### config.mk
export PLATFORM = sky130hd
export DESIGN_NAME = shift_arbiter
export DESIGN_NICKNAME = d
export VERILOG_FILES = /design/src/rtl/shift_arbiter.sv
export SDC_FILE = /design/constraint.sdc
export NUM_CORES = 1
export LEC_CHECK = 0
export CELL_PAD_IN_SITES_DETAIL_PLACEMENT = 0
export CELL_PAD_IN_SITES_GLOBAL_PLACEMENT = 1
export CORE_UTILIZATION = 35
export DETAILED_ROUTE_END_ITERATION = 6
export MAX_ROUTING_LAYER = met4
export PLACE_DENSITY = 0.78
export SETUP_SLACK_MARGIN = 0.5
export SLEW_MARGIN = 10
export SYNTH_ARGS = -nofsm -noshare
export SYNTH_HDL_FRONTEND = slang
export SYNTH_SLANG_ARGS = --single-unit
### constraint.sdc
create_clock -name i_clk -period 4.5 [get_ports i_clk]
set_input_delay 0.9 -clock i_clk [delete_from_list [all_inputs] [get_ports i_clk]]
set_output_delay 0.9 -clock i_clk [all_outputs]
set_load 0.005 [all_outputs]
### src/rtl/shift_arbiter.sv
// Round-robin arbiter sharing one shift datapath between NREQ requesters.
// Captures the winner's operands, executes one shift, and holds the result until accepted.
module shift_arbiter #(
  parameter int WIDTH       = 32,
  parameter int SHIFT_WIDTH = 5,
  parameter int OPS         = 2,
  parameter int NREQ        = 2,
  localparam int IDW        = (NREQ > 1) ? $clog2(NREQ) : 1
) (
  input  logic                        i_clk,
  input  logic                        i_rst,
  input  logic [NREQ-1:0]             i_req,
  input  logic [NREQ*WIDTH-1:0]       i_data,
  input  logic [NREQ*SHIFT_WIDTH-1:0] i_shift,
  input  logic [NREQ*OPS-1:0]         i_op,
  output logic [NREQ-1:0]             o_gnt,
  output logic                        o_valid,
  output logic [IDW-1:0]              o_id,
  output logic [WIDTH-1:0]            o_result,
  input  logic                        i_ready,
  output logic                        o_busy
);

  localparam logic [1:0] ST_IDLE = 2'd0;
  localparam logic [1:0] ST_EXEC = 2'd1;
  localparam logic [1:0] ST_DONE = 2'd2;

  localparam logic [OPS-1:0] OP_ASL = OPS'(0);
  localparam logic [OPS-1:0] OP_LSL = OPS'(1);
  localparam logic [OPS-1:0] OP_ASR = OPS'(2);

  logic [1:0]             state_q, state_d;
  logic [IDW-1:0]         ptr_q, ptr_d;
  logic [NREQ-1:0]        gnt_q, gnt_d;
  logic                   valid_q, valid_d;
  logic [IDW-1:0]         id_q, id_d;
  logic [WIDTH-1:0]       result_q, result_d;
  logic [WIDTH-1:0]       lat_data_q, lat_data_d;
  logic [SHIFT_WIDTH-1:0] lat_shift_q, lat_shift_d;
  logic [OPS-1:0]         lat_op_q, lat_op_d;
  logic [IDW-1:0]         lat_id_q, lat_id_d;

  // Rotating a doubled request vector by the pointer turns the wrapped search into a plain scan.
  logic [2*NREQ-1:0] req_rot;
  logic              win_found;
  logic [IDW:0]      win_sum;
  logic [IDW-1:0]    win_id;
  logic [IDW:0]      ptr_inc;
  logic [IDW-1:0]    ptr_nxt;

  assign req_rot = {i_req, i_req} >> ptr_q;

  // NOTE: every variable assigned in always_comb gets a default first so no latch is inferred.
  always_comb begin
    win_found = 1'b0;
    win_sum   = '0;
    for (int i = NREQ - 1; i >= 0; i--) begin
      if (req_rot[i]) begin
        win_found = 1'b1;
        win_sum   = {1'b0, ptr_q} + (IDW+1)'(i);
      end
    end
  end

  assign win_id  = (win_sum >= (IDW+1)'(NREQ)) ? IDW'(win_sum - (IDW+1)'(NREQ)) : win_sum[IDW-1:0];
  assign ptr_inc = {1'b0, lat_id_q} + (IDW+1)'(1);
  assign ptr_nxt = (ptr_inc >= (IDW+1)'(NREQ)) ? '0 : ptr_inc[IDW-1:0];

  logic [WIDTH-1:0] shl_w;
  logic [WIDTH-1:0] shift_res;

  assign shl_w = lat_data_q << lat_shift_q;

  always_comb begin
    shift_res = lat_data_q >> lat_shift_q;
    case (lat_op_q)
      OP_ASL:  shift_res = {lat_data_q[WIDTH-1], shl_w[WIDTH-2:0]};
      OP_LSL:  shift_res = shl_w;
      OP_ASR:  shift_res = $signed(lat_data_q) >>> lat_shift_q;
      default: shift_res = lat_data_q >> lat_shift_q;
    endcase
  end

  always_comb begin
    state_d     = state_q;
    ptr_d       = ptr_q;
    gnt_d       = '0;
    valid_d     = valid_q;
    id_d        = id_q;
    result_d    = result_q;
    lat_data_d  = lat_data_q;
    lat_shift_d = lat_shift_q;
    lat_op_d    = lat_op_q;
    lat_id_d    = lat_id_q;
    case (state_q)
      ST_IDLE: begin
        if (win_found) begin
          gnt_d       = NREQ'(1) << win_id;
          lat_data_d  = i_data[win_id*WIDTH +: WIDTH];
          lat_shift_d = i_shift[win_id*SHIFT_WIDTH +: SHIFT_WIDTH];
          lat_op_d    = i_op[win_id*OPS +: OPS];
          lat_id_d    = win_id;
          state_d     = ST_EXEC;
        end
      end
      ST_EXEC: begin
        result_d = shift_res;
        id_d     = lat_id_q;
        valid_d  = 1'b1;
        state_d  = ST_DONE;
      end
      ST_DONE: begin
        // The pointer only moves on acceptance, so a stalled consumer cannot skew fairness.
        if (valid_q && i_ready) begin
          valid_d = 1'b0;
          ptr_d   = ptr_nxt;
          state_d = ST_IDLE;
        end
      end
      default: state_d = ST_IDLE;
    endcase
  end

  // NOTE: sequential state uses non-blocking assignments so all registers update together.
  always_ff @(posedge i_clk) begin
    if (i_rst) begin
      state_q     <= ST_IDLE;
      ptr_q       <= '0;
      gnt_q       <= '0;
      valid_q     <= 1'b0;
      id_q        <= '0;
      result_q    <= '0;
      lat_data_q  <= '0;
      lat_shift_q <= '0;
      lat_op_q    <= '0;
      lat_id_q    <= '0;
    end else begin
      state_q     <= state_d;
      ptr_q       <= ptr_d;
      gnt_q       <= gnt_d;
      valid_q     <= valid_d;
      id_q        <= id_d;
      result_q    <= result_d;
      lat_data_q  <= lat_data_d;
      lat_shift_q <= lat_shift_d;
      lat_op_q    <= lat_op_d;
      lat_id_q    <= lat_id_d;
    end
  end

  assign o_gnt    = gnt_q;
  assign o_valid  = valid_q;
  assign o_id     = id_q;
  assign o_result = result_q;
  assign o_busy   = (state_q != ST_IDLE);

endmodule

After elaboration in Yosys (flattened, before gate mapping):

Index checks and enable logic that the tools add are counted.

* $add $sub $neg: 3
* multipliers: 1
* divide/modulo/power cells: 0
* magnitude comparators: 2
* equality and inequality tests: 6
* shift operators: 8
* muxes and demuxes: 12
* bitwise logic cells: 2
* reduce and logical (&&, ||, !) cells: 10

Operator list (count)
* one-hot mux 32 bit (3 select lines): 1
* indexed part select 64 x 7 -> 32 bit: 1
* left shift 32 x 5 -> 32 bit: 1
* right shift 32 x 5 -> 32 bit: 1
* >>> shifter 32 x 5 -> 32 bit: 1
* indexed part select 10 x 5 -> 5 bit: 1
* two-way mux 2 bit: 4
* AND reduction 2 bit: 4
* one-hot mux 2 bit (3 select lines): 1
* two-way mux 1 bit: 5
* adder 1 x 1 -> 2 bit, second input constant: 2
* equality test 2 x 1 -> 1 bit, second input constant: 2
* equality test 2 bit, second input constant: 2
* greater-or-equal comparator 2 bit, second input constant: 2
* zero test 2 bit: 2
* multiplier 1 x 3 -> 4 bit, second input constant: 1
* inequality test 2 bit, second input constant: 2
* nonzero test 2 bit: 2
* indexed part select 4 x 3 -> 2 bit: 1
* right shift 4 x 1 -> 2 bit: 1
* OR reduction 3 bit: 1
* inverter 1 bit: 2
* one-hot mux 1 bit (2 select lines): 1
* left shift 1 x 1 -> 2 bit, first input constant: 1
* other kinds (2): 2

* register bits after elaboration: 79
* bits in latches: 0
* bits in writable memories: 0
* memory bits (read-only): 0
* input port bits: 83
* word-level logic and storage cells: 54
* memories kept: 0

Longest topological paths before layout:

* word-level depth: 7
* mapped depth: 10
* depth with buffers taken out: 5

Least setup slack after synthesis:

OpenSTA, ideal clock, no wires.

* kind: in2reg
* start: input port i_rst
* end: register result_q[7], in the netlist o_result[7]
* arrival: 1.903 ns
* data required time: 4.356 ns
* setup slack: 2.453 ns
* stages on the path: 5
* buffers on the path: 1
* cells stage by stage: clkbuf_1 nor2_1 and2_1 a2111oi_0 a311oi_1

RTL lines
* start, declared: line 11 `input logic i_rst,`
* end signal, assigned: line 143 `result_q <= result_d;`
* end, declared: line 37 `logic [WIDTH-1:0] result_q, result_d;`

Final worst setup path:

* start: register lat_shift_q[1]
* end: register result_q[7], in the netlist o_result[7]

* word-level cells in the longest chain between the ends: 2
* elaborated cells on any way between the ends: 4

Ends and longest elaborated chain
* start, declared: line 39 `logic [SHIFT_WIDTH-1:0] lat_shift_q, lat_shift_d;`
* start signal, assigned: line 145 `lat_shift_q <= lat_shift_d;`
* right shift 32 x 5 -> 32 bit (tied with other cells): line 80 `default: shift_res = lat_data_q >> lat_shift_q;`
* one-hot mux 32 bit (3 select lines) *: line 76 `case (lat_op_q)`

Every way passes the cells marked *; elsewhere a longest branch is shown, timed or not.
A chain may end at the register's enable or synchronous reset.

==> metrics.csv <==
metric;value;unit
cts_hold_buf;0;
timing.hold.ws;465;ps
syn_nets;967;
cts-root-buf;clkbuf_16;
post_cts_buffers;0;
rsz0062_at_grt;false;
power.density;329;mW/mm2
grt.overflow.total;0;
die_h;153;um
cts_resized;0;
areaGrowthSynthToFinish;18.8;%
gp_congestion;1.03;
skew;8.94;ps
max_stage_delay;900;ps
p_comb_share;42.4;%
startpoint_type;register;
setup_viol;0;
num-nets-final;1010;
max-cap-violations;0;
final_cell_mix;clkdlybuf4s50_1, dfxtp_1, nor2_1;
p_sw_share;41.4;%
h-tree-depth;3;
p_switching;1.29;mW
yosys_register_bits;79;
cts_sinks;79;
yosys_most_used_dff;dfxtp_1;
synth_top_family_by_area;multiplexers;
antenna_found_initial;0;
cp.depth;5;
cts_tree;done;
critPathKind;reg -> reg;
wire_per_inst;26.9;um
start_util;36.1;%
synth_edf_count;0;
finalSetupTns;0;ps
clkPwrFrac;25.7;%
die_area;0.0233;mm2
required;4780;ps
grt_pass1_wl;49300;um
maxSlewViolCount;0;
rows;54;
drt-initial-drc-count;1208;
crit_buf_inv;0;
grt_max_degree;71;
insertion_delay;360;ps
drive_above_1_share;16.6;%
grt_pass1_vias;7391;
cp_top_family;compound AO/OA/AOI/OAI gates;
final_area;0.00944;mm2
fin_crit;3220;ps
synthCells;884;
design.core.area;0.0220;mm2
final_common_cell;clkdlybuf4s50_1;
synth_cell_types;79;
io_buffers;119;
p_seq_share;32.0;%
peakVddDrop;0.170;mV
post-route-util;42.9;%
cp-end-kind;register;
cts_buffers;9;
dp_hpwl;23700;um
power.internal;1.82;mW
synth-async-reset-ratio;0;%
grt_usage;28.7;%
route.antenna.remaining_nets;0;
synth_xor_area_share;0;%
holdPathStages;2;
drt_pass1_iterations;7;
avgSynthCellArea;8.99;um2
crit_fanout;69;
violations;DRC;
critical_path.slowest_cell;dfxtp_4;
cts.path.max_buffers;2;
status;finished, violations left;
synthSimpleGateAreaFrac;14.1;%
via_per_inst;6.67;
drc;9;
synthMuxAreaShare;31.0;%
fin_crit_sh;71.6;%
place_inst;1196;
yosysWarnings;0;
netlist_area;0.00795;mm2
critical_path_arrival;3500;ps
synthAdderAreaFrac;0;%
crit_chain;or2_1, a211oi_1, a2111oi_0, o311ai_0, a311oi_1;
die_w;153;um
min-delay-path-class;reg -> reg;
routed_wl;32600;um
num_vias;8078;
leakage;3.43;nW
worstMarginPinSlew;947;ps
ios;120;
place_area;0.00913;mm2
r2r_cells;5;
clk_pin_slew;70;ps
timing_hold_violations_final;0;
yosysSeqAreaShare;19.9;%
num_antenna_cells;0;
fmax;311;MHz
stdcell_count;1212;
synth-compound-area-share;25.2;%
slew_headroom;35.2;%
[synthesized netlist by cell type (all sizes together) (7+ instances only)]
cell | n | area (um2)
o31ai | 7 | 52.6
nand3 | 13 | 65.1
or2 | 9 | 56.3
nand2 | 44 | 165
inv | 43 | 161
o21ai | 31 | 155
nor2 | 70 | 263
mux4 | 63 | 1450
nand2b | 18 | 113
buf | 54 | 374
clkbuf | 64 | 240
a311oi | 12 | 105
nor3 | 16 | 80.1
o22ai | 14 | 87.6
nor2b | 21 | 131
a31oi | 16 | 100
a21oi | 25 | 125
dfxtp | 79 | 1580
o31a | 7 | 61.3
mux2 | 34 | 383
a22oi | 13 | 108
mux2i | 63 | 631
o211ai | 9 | 67.6
a222oi | 42 | 420
a211oi | 14 | 105
[metal layers]
metal  GRT usage, %  wire, um  vias up  share of wire (%)
met5              -         0        -                  0
met4           12.0      1330        0                4.1
met2           40.3     14000      525                 43
met1           40.0     14100     3919                 43
li1               -         -     3557                  -
met3           5.26      3200       77                9.8
[path summary, 6_finish.rpt]
path                  startpoint           to  slack [ps]
setup / recovery  lat_shift_q[1]  o_result[7]        1280
hold / removal              o_id         o_id         470
setup reg to reg  lat_shift_q[1]  o_result[7]        1280
hold reg to reg             o_id         o_id         470
[metrics by stage]
step | setup slack (ps) | power (mW)
global route | 1100 | 3.22
finish | 1280 | 3.11
CTS | 1350 | 3.07
global placement | 1230 | 2.28
detailed placement | 1240 | 2.28
floorplan | 2450 | 1.78
[power by group through the flow]
stage | Combinational [mW] | Sequential, mW | Clock [mW]
2_1_floorplan | 0.946 | 0.831 | 0
3_5_place_dp | 1.27 | 1.00 | 0
4_1_cts | 1.28 | 0.987 | 0.808
6_report | 1.32 | 0.993 | 0.797
3_3_place_gp | 1.28 | 1.00 | 0
5_1_grt | 1.38 | 1.01 | 0.835
[cells by family after synthesis]
| group | Yosys count |
|---|---|
| buffers and inverters | 162 |
| multiplexers | 160 |
| AND/OR/NAND/NOR | 225 |
| flip-flops | 79 |
| AO/OA/AOI/OAI | 258 |
[worst min-delay path, stage by stage, from the launching register on]
cell and delay (ps):
dfxtp_1 310, nand2_1 50, a21oi_1 60
[area by class of cell]
type,count,area (um2)
well taps,280,350
flip-flops and latches,79,1590
clock buffers,9,225
repair buffers,150,1440
multi-input cells,643,5590
inverters,44,165
clock inverters,7,83.8
fillers,2215,12600
[registers in the layout, summed over array words and instances, names as in the netlist]
register     count
ptr_q            1
o_valid          1
lat_op_q         2
lat_id_q         1
o_id             1
o_result        32
lat_shift_q      5
o_gnt            2
lat_data_q      32
state_q          2
No activity file was read; power rests on OpenSTA's default activity.
